`src/rtl/port_rd_ctrl.sv`:
```
// port_rd_ctrl: per-queue packet accounting plus a single-outstanding read
// controller that fetches the queue the dispatcher points at. After each read
// completes, the controller signals the dispatcher and then waits a fixed
// settle time before it samples prior_next again.
//
// Optional feature: define PORT_RD_CTRL_STAT_EN to build the 32-bit
// completed-read counter on rd_pkt_cnt. When the macro is undefined,
// rd_pkt_cnt is tied to 0 and no counter register exists.

module port_rd_ctrl #(
    parameter int QUEUE_CNT_W   = 8,
    parameter int SETTLE_CYCLES = 6
) (
    input  logic        clk,
    input  logic        rst_n,
    input  logic        enq_valid,
    input  logic [2:0]  enq_queue,
    output logic        enq_overflow,
    output logic [7:0]  queue_empty,
    input  logic [3:0]  prior_next,
    output logic        prior_update,
    output logic        rd_req,
    output logic [2:0]  rd_queue,
    input  logic        rd_ack,
    input  logic        rd_done,
    output logic        busy,
    output logic [31:0] rd_pkt_cnt
);

    localparam int SETTLE_W = (SETTLE_CYCLES > 1) ? $clog2(SETTLE_CYCLES) : 1;
    localparam logic [QUEUE_CNT_W-1:0] CNT_MAX     = {QUEUE_CNT_W{1'b1}};
    localparam logic [QUEUE_CNT_W-1:0] CNT_ONE     = QUEUE_CNT_W'(1'b1);
    localparam logic [SETTLE_W-1:0]    SETTLE_LOAD = SETTLE_W'(SETTLE_CYCLES - 1);
    localparam logic [SETTLE_W-1:0]    SETTLE_ONE  = SETTLE_W'(1'b1);

    typedef enum logic [2:0] {
        S_IDLE   = 3'd0,
        S_ISSUE  = 3'd1,
        S_WAIT   = 3'd2,
        S_UPDATE = 3'd3,
        S_SETTLE = 3'd4
    } state_t;

    state_t                 state_r;
    state_t                 state_next_s;
    logic [QUEUE_CNT_W-1:0] cnt_r      [8];
    logic [QUEUE_CNT_W-1:0] cnt_next_s [8];
    logic [7:0]             enq_hit_s;
    logic [7:0]             deq_hit_s;
    logic                   ovf_next_s;
    logic                   rd_fire_s;
    logic                   start_s;
    logic [SETTLE_W-1:0]    settle_cnt_r;

    logic                   rd_req_r;
    logic [2:0]             rd_queue_r;
    logic                   prior_update_r;
    logic                   busy_r;
    logic                   enq_overflow_r;
    logic                   rd_req_next_s;
    logic [2:0]             rd_queue_next_s;
    logic                   prior_update_next_s;
    logic                   busy_next_s;

    // A packet leaves its queue when the memory accepts the read request.
    assign rd_fire_s = rd_req_r & rd_ack;

    // Decode which queue is being enqueued and which is being dequeued.
    always_comb begin
        for (int i = 0; i < 8; i++) begin
            enq_hit_s[i] = enq_valid && (enq_queue == 3'(i));
            deq_hit_s[i] = rd_fire_s && (rd_queue_r == 3'(i));
        end
    end

    // Next counter values: saturating increment, guarded decrement, and a
    // simultaneous enqueue/dequeue on the same queue cancels out.
    always_comb begin
        ovf_next_s = 1'b0;
        for (int i = 0; i < 8; i++) begin
            cnt_next_s[i] = cnt_r[i];
            case ({enq_hit_s[i], deq_hit_s[i]})
                2'b10: begin
                    if (cnt_r[i] == CNT_MAX) begin
                        ovf_next_s = 1'b1;
                    end else begin
                        cnt_next_s[i] = cnt_r[i] + CNT_ONE;
                    end
                end
                2'b01: begin
                    if (cnt_r[i] != '0) begin
                        cnt_next_s[i] = cnt_r[i] - CNT_ONE;
                    end else begin
                        cnt_next_s[i] = cnt_r[i];
                    end
                end
                default: cnt_next_s[i] = cnt_r[i];
            endcase
        end
    end

    // Per-queue packet counters and the overflow pulse register.
    always_ff @(posedge clk or negedge rst_n) begin
        if (!rst_n) begin
            for (int i = 0; i < 8; i++) begin
                cnt_r[i] <= '0;
            end
            enq_overflow_r <= 1'b0;
        end else begin
            for (int i = 0; i < 8; i++) begin
                cnt_r[i] <= cnt_next_s[i];
            end
            enq_overflow_r <= ovf_next_s;
        end
    end

    // Empty flags go straight from the counters so the dispatcher sees them
    // in the same cycle the count changes.
    always_comb begin
        for (int i = 0; i < 8; i++) begin
            queue_empty[i] = (cnt_r[i] == '0);
        end
    end

    // A read can start only when the dispatcher names a real, non-empty queue.
    assign start_s = (prior_next < 4'd8) && !queue_empty[prior_next[2:0]];

    // FSM state register.
    always_ff @(posedge clk or negedge rst_n) begin
        if (!rst_n) begin
            state_r <= S_IDLE;
        end else begin
            state_r <= state_next_s;
        end
    end

    // FSM next-state logic; rd_done is only looked at while waiting for data.
    always_comb begin
        state_next_s = state_r;
        case (state_r)
            S_IDLE: begin
                if (start_s) state_next_s = S_ISSUE;
                else         state_next_s = S_IDLE;
            end
            S_ISSUE: begin
                if (rd_ack) state_next_s = S_WAIT;
                else        state_next_s = S_ISSUE;
            end
            S_WAIT: begin
                if (rd_done) state_next_s = S_UPDATE;
                else         state_next_s = S_WAIT;
            end
            S_UPDATE: state_next_s = S_SETTLE;
            S_SETTLE: begin
                if (settle_cnt_r == '0) state_next_s = S_IDLE;
                else                    state_next_s = S_SETTLE;
            end
            default: state_next_s = S_IDLE;
        endcase
    end

    // FSM output logic: outputs are decoded from the next state so that the
    // registered versions line up exactly with the state they describe.
    always_comb begin
        rd_req_next_s       = (state_next_s == S_ISSUE);
        prior_update_next_s = (state_next_s == S_UPDATE);
        busy_next_s         = (state_next_s != S_IDLE);
        if ((state_r == S_IDLE) && start_s) begin
            rd_queue_next_s = prior_next[2:0];
        end else begin
            rd_queue_next_s = rd_queue_r;
        end
    end

    // Output registers.
    always_ff @(posedge clk or negedge rst_n) begin
        if (!rst_n) begin
            rd_req_r       <= 1'b0;
            rd_queue_r     <= 3'd0;
            prior_update_r <= 1'b0;
            busy_r         <= 1'b0;
        end else begin
            rd_req_r       <= rd_req_next_s;
            rd_queue_r     <= rd_queue_next_s;
            prior_update_r <= prior_update_next_s;
            busy_r         <= busy_next_s;
        end
    end

    // Settle timer: loaded on the update cycle, counts down while settling.
    always_ff @(posedge clk or negedge rst_n) begin
        if (!rst_n) begin
            settle_cnt_r <= '0;
        end else if (state_r == S_UPDATE) begin
            settle_cnt_r <= SETTLE_LOAD;
        end else if ((state_r == S_SETTLE) && (settle_cnt_r != '0)) begin
            settle_cnt_r <= settle_cnt_r - SETTLE_ONE;
        end else begin
            settle_cnt_r <= settle_cnt_r;
        end
    end

`ifdef PORT_RD_CTRL_STAT_EN
    logic [31:0] pkt_cnt_r;

    // Completed-read counter, bumped once per update cycle; wraps naturally.
    always_ff @(posedge clk or negedge rst_n) begin
        if (!rst_n) begin
            pkt_cnt_r <= 32'd0;
        end else if (state_r == S_UPDATE) begin
            pkt_cnt_r <= pkt_cnt_r + 32'd1;
        end else begin
            pkt_cnt_r <= pkt_cnt_r;
        end
    end

    assign rd_pkt_cnt = pkt_cnt_r;
`else
    assign rd_pkt_cnt = 32'd0;
`endif

    assign rd_req       = rd_req_r;
    assign rd_queue     = rd_queue_r;
    assign prior_update = prior_update_r;
    assign busy         = busy_r;
    assign enq_overflow = enq_overflow_r;

endmodule

```
`config.mk`:
```
export PLATFORM = sky130hd
export DESIGN_NAME = port_rd_ctrl
export DESIGN_NICKNAME = d
export VERILOG_FILES = /design/src/rtl/port_rd_ctrl.sv
export SDC_FILE = /design/constraint.sdc
export NUM_CORES = 1
export LEC_CHECK = 0
export BUFFER_PORTS_ARGS = -buffer_cell sky130_fd_sc_hd__buf_4
export CORE_ASPECT_RATIO = 1.4
export CORE_MARGIN = 2
export CORE_UTILIZATION = 25
export DETAILED_ROUTE_END_ITERATION = 10
export HOLD_SLACK_MARGIN = 0.03
export PLACE_DENSITY_LB_ADDON = 0.12
export SLEW_MARGIN = 20
export SYNTH_ARGS = -nofsm -noshare
export SYNTH_HDL_FRONTEND = slang
export SYNTH_SLANG_ARGS = --single-unit
```
`constraint.sdc`:
```
create_clock -name clk -period 2.77 [get_ports clk]
set_clock_uncertainty 0.05 [all_clocks]
set_input_delay 0.4155 -clock clk [delete_from_list [all_inputs] [get_ports clk]]
set_output_delay 0.4155 -clock clk [all_outputs]
set_load 0.03 [all_outputs]
```
Word level (Yosys, flattened, before mapping)
Index checks and enable logic that the tools add are counted.

storage, ports and cells
  output and inout port bits = 47
  register bits = 77
  input bits = 12

cells by class
  equality and inequality tests = 60
  bitwise gates (word level) = 1
  mux-type cells = 49
  add/sub/neg operators = 17
  $lt $le $gt $ge = 2
  reduce and logical (&&, ||, !) cells = 59

operators with widths
  cell                                                                   count
  8-bit two-way mux                                                      16
  8-bit one-hot mux with 2 select lines                                  8
  8-bit by 1-bit adder with 8-bit output, second input constant          8
  8-bit equality test, second input constant                             8
  8-bit logical NOT                                                      8
  8-bit nonzero test                                                     8
  8-bit by 1-bit subtractor with 8-bit output, second input constant     8
  2-bit inequality test, second input constant                           16
  3-bit equality test, second input constant                             9
  3-bit AND reduction                                                    8
  3-bit by 2-bit equality test with 1-bit output, second input constant  7
  1-bit logical AND                                                      19
  1-bit two-way mux                                                      19
  2-bit nonzero test                                                     9
  2-bit by 1-bit equality test with 1-bit output, second input constant  8
  2-bit equality test, second input constant                             8
  3-bit one-hot mux with 5 select lines                                  1
  3-bit by 1-bit equality test with 1-bit output, second input constant  4
  3-bit logical NOT                                                      4
  3-bit two-way mux                                                      3
  3-bit nonzero test                                                     2
  3-bit by 4-bit < comparator with 1-bit output, second input constant   1
  4-bit < comparator, second input constant                              1
  1-bit binary-select mux with 3-bit select                              1
  4 further kinds                                                        4

Longest topological paths before layout
Gate-level depths: netlist (run 1).

  depth after elaboration = 18
  mapped depth = 13

Worst setup path after synthesis (run 1)
Ideal clock, no wire load.

  path type = reg-to-reg
  start point = register rd_queue_r[0], in the netlist rd_queue[0]
  end point = register cnt_r[7] (netlist bit)
  arrival time = 3054 ps
  cell stages (with the launch flop) = 13
  slack = -413 ps
  period minus slack after synthesis = 3183 ps
  buffers on the path = 2
  path through = dfrtp_1 clkbuf_1 nand2_1 or3_1 clkbuf_1 inv_1 ha_1 a21o_1 a211oi_1 nor2_1 o41ai_1 mux2_2 mux2i_1

on the way
  word-level cells in the longest chain between the ends = 5
  elaborated cells on any way between the ends = 9

ends and longest elaborated chain
  element                                                                                line  source
  start, declared                                                                        56    logic [2:0] rd_queue_r;
  start signal, assigned                                                                 184   rd_queue_r <= rd_queue_next_s;
  3-bit equality test *                                                                  72    deq_hit_s[i] = rd_fire_s && (rd_queue_r == 3'(i));
  1-bit logical AND *                                                                    72
  2-bit by 1-bit equality test with 1-bit output or 2-bit equality test (tied branches)  82    case ({enq_hit_s[i], deq_hit_s[i]})
  2-bit inequality test (no source line) or 2-bit nonzero test (tied branches)           -
  3-bit AND reduction (no source line)                                                   -
  end signal, assigned by index                                                          111   cnt_r[i] <= cnt_next_s[i];
  end, declared                                                                          46    logic [QUEUE_CNT_W-1:0] cnt_r [8];

Every way passes the cells marked *; elsewhere a longest branch is shown, timed or not.
A chain may end at the register's enable or synchronous reset.

Worst setup path in the final report (run 1)
  start point = register rd_queue_r[2], in the netlist rd_queue[2]
  end point = register cnt_r[39] (netlist bit)

on the way
  word-level cells in the longest chain between the ends = 5
  elaborated cells on any way between the ends = 9

ends and longest elaborated chain
  element                                                                                line
  3-bit by 2-bit equality test with 1-bit output *                                       72
  1-bit logical AND *                                                                    72
  2-bit by 1-bit equality test with 1-bit output or 2-bit equality test (tied branches)  82
  2-bit inequality test (no source line) or 2-bit nonzero test (tied branches)           -
  3-bit AND reduction (no source line)                                                   -

Marks and branches as above.

==> results of run 1 <==
## sequential cells by signal, indices dropped and copies added (netlist names)
signal        cells
prior_update      1
rd_queue          3
enq_overflow      1
busy              1
settle_cnt_r      3
rd_req            1
cnt_r            64
state_r           3
## through the flow
stage,TNS [ns],area (sq um),power [mW],utilization (%)
after detailed placement,-2.71,7250,5.47,30.3
after global routing,-0.284,7910,7.60,33.1
final,-0.0218,7910,6.96,33.1
after CTS,-0.0888,7630,6.88,31.9
after global placement,-2.12,7250,5.41,30.3
after floorplan,-0.0377,6300,4.27,-
## cell type report
cell class,instances,area [sq um]
Clock buffer,10,229
Clock inverter,6,87.6
Fill cell,2486,16000
Inverter,59,231
Multi-Input combinational cell,552,4080
Sequential cell,77,1930
Tap cell,310,388
Timing Repair Buffer,126,962
## where the power goes
part	switching (mW)	internal (mW)	total [mW]
logic	1.69	1.76	3.45
clock network	0.496	0.788	1.28
registers	0.621	1.60	2.23
total	2.81	4.16	6.96
## worst reg2reg max path, cell delays in order (launching register included)
cell      delay (ns)
dfrtp_2         0.43
and3b_2         0.27
nand3_2         0.08
inv_2           0.07
ha_4            0.22
ha_4            0.23
a21oi_4         0.13
o221ai_2        0.11
or4_4           0.43
and3_4          0.18
or3_4           0.36
xnor2_1         0.12
## synth_stat cells (all sizes together) (2+ instances only)
| cell type | instances |
|---|---|
| a21o | 2 |
| xor2 | 23 |
| a21boi | 16 |
| nand2b | 6 |
| nor4bb | 2 |
| o21bai | 2 |
| o31ai | 17 |
| o41ai | 4 |
| xnor2 | 18 |
| or3 | 6 |
| fa | 8 |
| mux2 | 4 |
| nor4 | 4 |
| o21ai | 32 |
| nand3 | 19 |
| a211oi | 2 |
| mux2i | 7 |
| nor2b | 10 |
| nor3 | 18 |
| dfrtp | 77 |
| o22ai | 3 |
| o211ai | 5 |
| buf | 35 |
| ha | 56 |
| nand4b | 2 |
| and3 | 3 |
| o22a | 2 |
| clkbuf | 10 |
| nand2 | 51 |
| a211o | 4 |
| or2 | 4 |
| nand3b | 4 |
| a21oi | 43 |
| nor2 | 84 |
| nand4 | 15 |
| nor3b | 10 |
| inv | 59 |
| or4 | 19 |
## routing by layer
| layer | up-vias | wire [um] |
|---|---|---|
| met2 | 81 | 8290 |
| li1 | 2653 | - |
| met1 | 2483 | 6500 |
| met3 | 21 | 308 |
| met4 | 0 | 427 |
| met5 | - | 0 |
## logic make-up after synthesis
group                      Yosys count
adders and majority gates           64
and+or+nand+nor                    263
AOI/OAI and AO/OA                  141
DFF                                 77
muxes                               11
other                                1
xor gates and xnor gates            41
buffers and inverters              104
## worst paths after layout
check                                    from              end  cells past startpoint
min in group clk                prior_next[2]      rd_queue[2]                      3
worst min register to register      cnt_r[55]        cnt_r[55]                      1
worst min-delay path                    rst_n  settle_cnt_r[0]                      1
worst max-delay path              rd_queue[2]        cnt_r[39]                     11
worst max register to register    rd_queue[2]        cnt_r[39]                     11
max in group asynchronous               rst_n        cnt_r[19]                      2
## timing repair
action                                  in CTS  in global routing
resized for setup                           15                 50
pin swaps                                    8                 24
setup buffers                                3                  6
endpoints found under the setup margin       9                 16
==> impl_results.md, run 1 <==
* Status: finished with violations
* Failing checks: negative setup slack
* Post-synth EDFFs at 0
* Synth top area share at 31.8%
* CP max FO at 7
* Worst slack at placement at -0.295 ns
* Ys flop type: dfrtp_1
* Post-synthesis async set-or-reset flop share at 100%
* Worst skew pair latency at 0.35 ns
* Clock transition at path regs at 0.07 ns
* Fin. Hold Viols at 0
* Number of port buffers at 26
* CP top delay family: simple AND/OR/NAND/NOR gates
* Lkg Pwr at 3.50 nW
* TritonCTS buffer count at 9
* Cell Area, Synth at 0.00605 sq mm
* Placed Cells at 1115
* Synth Register Bits at 77
* Final Setup Violations at 1
* Largest net degree at the start of global routing at 47
* Die Footprint at 0.0255 sq mm
* Post-route DRC at 0
* Vias in the first global route at 5277
* Critical path endpoint category: flip-flop
* Clock Tree Buf Depth at 2
* Die Height at 188 um
* Largest family of logic cells by synthesized area: simple AND/OR/NAND/NOR gates
* Placeable core region at 0.0239 sq mm
* Complex-gate fraction of the synthesized area at 15.1%
* Most common cell after layout, fill and taps aside: buf_4
* Routing usage on met2 at 23.4%
* CTS tree: built
* Critical Path RT at 2.95 ns
* I/O pin count at 59
* Clock period minus worst slack at 2.79 ns
* Non-filler cells in the finished layout at 1140
* Gr ovfl total at 0
* XOR/XNOR Fraction of Synth Area at 5.93%
* Max-cap violations at 0
* Worst hold slack at 0.0450 ns
* Clk sink count at 77
* H-tree levels at 3
* Top cell type by total area after synthesis: dfrtp_1
* VDD IR-drop max at 0.000269 V
* RSZ-0062 raised after global routing: true
* CP max stage cell: dfrtp_2
* Share of cells above drive strength 1 at 26.7%
* Crit path DAT at 2.97 ns
* Gp weighted congestion at 0.790
* Starting Density at 25.3%
* Most frequent cells in the layout: buf_4, nor2_1, dfrtp_1
* Crit path top cell by count: ha_4
* Area contributors post-synth: dfrtp_1, ha_1, nor2_1
* Inserted Diodes at 0
* Hpwl dp at 12300 um
* Yosys cell types at 63
* Final ANT Viol Nets at 0
* GRT busiest layer: met2
* Root Driver: clkbuf_16
* Total GRT Usage at 12.7%
* Post-Synth Simple-Gate Area at 22.5%
* Adder-cell share of the synthesized area at 14.2%
* WP buf/inv at 1
* Fmax at 358 MHz
* Syn-to-layout area delta at 30.6%
* Die Width at 135 um
* Final worst slack at -0.0218 ns
* Worst hold path class: primary input to asynchronous set/reset pin
* Tcrit/Tclk final at 101%
* CP cell instances: and3b_2 > nand3_2 > inv_2 > ha_4 > ha_4 > a21oi_4 > o221ai_2 > or4_4 > and3_4 > or3_4 > xnor2_1
* First drt pass iteration count at 4
* First-pass GRT wire length at 25700 um
* Hold Buf Count CTS at 0
* Ys Warns at 0
* Setup slack, reg-to-reg at -0.02 ns
* PD cells at 881 mW/mm^2
* Syn Inst Count at 702
* Final slew viol count at 0
* Routed Wire Length at 15500 um
* Mux cell area share after synthesis at 1.90%
* CP startpoint kind: flip-flop
* DR vias at 5238
* # rows at 67
* Via density per instance at 4.59
* Synth Area per Inst at 8.62 sq um
* Fin nets at 901
* Initial antenna violation count at 0
* CP Class: flip-flop to flip-flop
* M3 GR Usage at 1.49%
* Slew HR at 54.8%
* DR iter-0 viols at 203
* Sequential-to-total area share from yosys stat at 31.8%
* Grt met1 use at 14.6%
* Slew of the pin with the lowest slew margin at 0.678 ns
* Critical Path Max Stage Delay at 0.43 ns
* Avg WL per Cell at 13.6 um
(Power assumes the default switching activity.)
==> inputs of run 2 (changes only) <==
- CTS_CLUSTER_DIAMETER: not set -> 200
- clock period: 2.77 -> 2.6 ns (I/O delays scaled with it)
==> run 2 against run 1 <==
The run still ends with negative setup slack left. Fmax grew 0.64%. Sequential share of layout area is 2.0 points lower. Sequential power rose by 3%. Clock-buffer cell count rose by 2.
==> impl_results.md, run 2 (synthesized netlist as in run 1, its figures left out) <==
* Status: finished with violations
* Failing checks: negative setup slack
* First drt pass iteration count at 4
* Syn-to-layout area delta at 42.5%
* Tcrit/Tclk final at 107%
* Total GRT Usage at 13.3%
* Largest register by flop count: cnt_r
* Avg WL per Cell at 13.9 um
* Final ANT Viol Nets at 0
* Total chip power at 8.06 mW
* Clock Tree Buf Depth at 2
* DR vias at 5502
* Switching share of power at 39.5%
* Via density per instance at 4.61
* Clock period minus worst slack at 2.77 ns
* Placeable core region at 0.0239 sq mm
* Lkg Pwr at 3.84 nW
* Clk sink count at 77
* I/O pin count at 59
* H-tree levels at 3
* Inserted Diodes at 0
* CTS tree: built
* Worst hold slack at 0.264 ns
* Root Driver: clkbuf_16
* Routed Wire Length at 16500 um
* Share of power burned in the clock network at 18.4%
* VDD IR-drop max at 0.000352 V
* M3 GR Usage at 2.24%
* Final worst slack at -0.174 ns
* Final TNS setup at -0.322 ns
* CP cell instances: and3b_2 > nand3_2 > inv_2 > ha_4 > ha_4 > a21oi_4 > o221ai_2 > or4_1 > and3_1 > or3_4 > xnor2_1
* Die Footprint at 0.0255 sq mm
* TritonCTS buffer count at 9
* Worst slack at placement at -0.338 ns
* Most common cell after layout, fill and taps aside: buf_4
* WP buf/inv at 1
* GRT busiest layer: met2
* Fin nets at 954
* Slew of the pin with the lowest slew margin at 0.754 ns
* Fin. Hold Viols at 0
* RSZ-0062 raised after global routing: true
* Post-DP Area at 0.00750 sq mm
* DR iter-0 viols at 173
* Crit path DAT at 2.95 ns
* First-pass GRT wire length at 27100 um
* Die Width at 135 um
* Critical Path RT at 2.78 ns
* Post-route DRC at 0
* Worst skew pair latency at 0.35 ns
* NetSw at 3.19 mW
* CP top delay family: simple AND/OR/NAND/NOR gates
* Reg power frac at 28.6%
* Die Height at 188 um
* CP startpoint kind: flip-flop
* Final slew viol count at 0
* Number of port buffers at 26
* Non-filler cells in the finished layout at 1193
* Share of cells above drive strength 1 at 35.6%
* CP Class: flip-flop to flip-flop
* Routing usage on met2 at 24.9%
* Largest net degree at the start of global routing at 43
* # rows at 67
* Worst hold path class: primary input to flip-flop
* Gr ovfl total at 0
* Fmax at 360 MHz
* Final Cell Area at 0.00862 sq mm
* Slew HR at 49.3%
* Crit path top cell by count: ha_4
* Grt met1 use at 15.1%
* Max-cap violations at 0
* CP max FO at 6
* Critical Path Max Stage Delay at 0.43 ns
* Most frequent cells in the layout: buf_4, nor2_1, dfrtp_1
* Final Setup Violations at 6
* Hpwl dp at 12800 um
* Layout Utilization at 36.1%
* PD cells at 935 mW/mm^2
* CP max stage cell: or4_1
* Gate power share at 53.1%
* Initial antenna violation count at 0
* Placed Cells at 1146
* Starting Density at 25.3%
* Vias in the first global route at 5654
* Clock transition at path regs at 0.06 ns
* Max reg flops at 64
* Gp weighted congestion at 0.788
* Critical path endpoint category: flip-flop
* P_int at 4.87 mW
[run 2: cell count changes in the layout (fill, tap and decap cells not counted), moves of 5 or more]
cell	change
buf_4	+44
o21ai_0	-7
buf_6	+6
fa_1	-5
fa_2	+5
o21ai_2	+5
[run 2: area by class of cell]
class	instances	area [sq um]
Multi-Input combinational cell	552	4310
Timing Repair Buffer	179	1410
Sequential cell	77	1930
Tap cell	310	388
Fill cell	2420	15300
Clock inverter	4	95.1
Inverter	59	246
Clock buffer	12	246
[run 2: path summary, 6_finish.rpt]
check	slack, ns	startpoint	cells after the start	end
max	-0.17	rd_queue[2]	11	cnt_r[39]
min in group asynchronous	0.55	rst_n	2	cnt_r[44]
min	0.26	prior_next[2]	3	rd_queue[2]
max in group asynchronous	1.30	rst_n	3	cnt_r[11]
max reg2reg	-0.17	rd_queue[2]	11	cnt_r[39]
min reg2reg	0.44	cnt_r[23]	1	cnt_r[23]
[run 2: repair_timing]
item,in CTS,in global routing
endpoints found under the setup margin,18,27
gates resized for setup,39,85
setup buffers,14,16
hold buffers,1,0
endpoints found under the hold margin,1,0
pin swaps,17,41
[run 2: worst min-delay path: cells and delay by family]
kind | cells | cell delay (ns)
buffers and inverters | 1 | 0.10
AND/OR/NAND/NOR | 1 | 0.08
AO/OA/AOI/OAI | 1 | 0.04
[run 2: layer usage]
metal,wire (um),part of all wire [%]
met4,345,2.1
met2,8870,54
met3,392,2.4
met5,0,0
met1,6920,42
[run 2: power groups by stage]
stage / Sequential, mW / Clock (mW) / Combinational [mW]
after floorplan: 2.22 / 0 / 2.33
after global placement: 2.28 / 0 / 3.68
after detailed placement: 2.29 / 0 / 3.76
after CTS: 2.28 / 1.53 / 3.97
after global routing: 2.39 / 1.58 / 4.78
final: 2.30 / 1.48 / 4.28
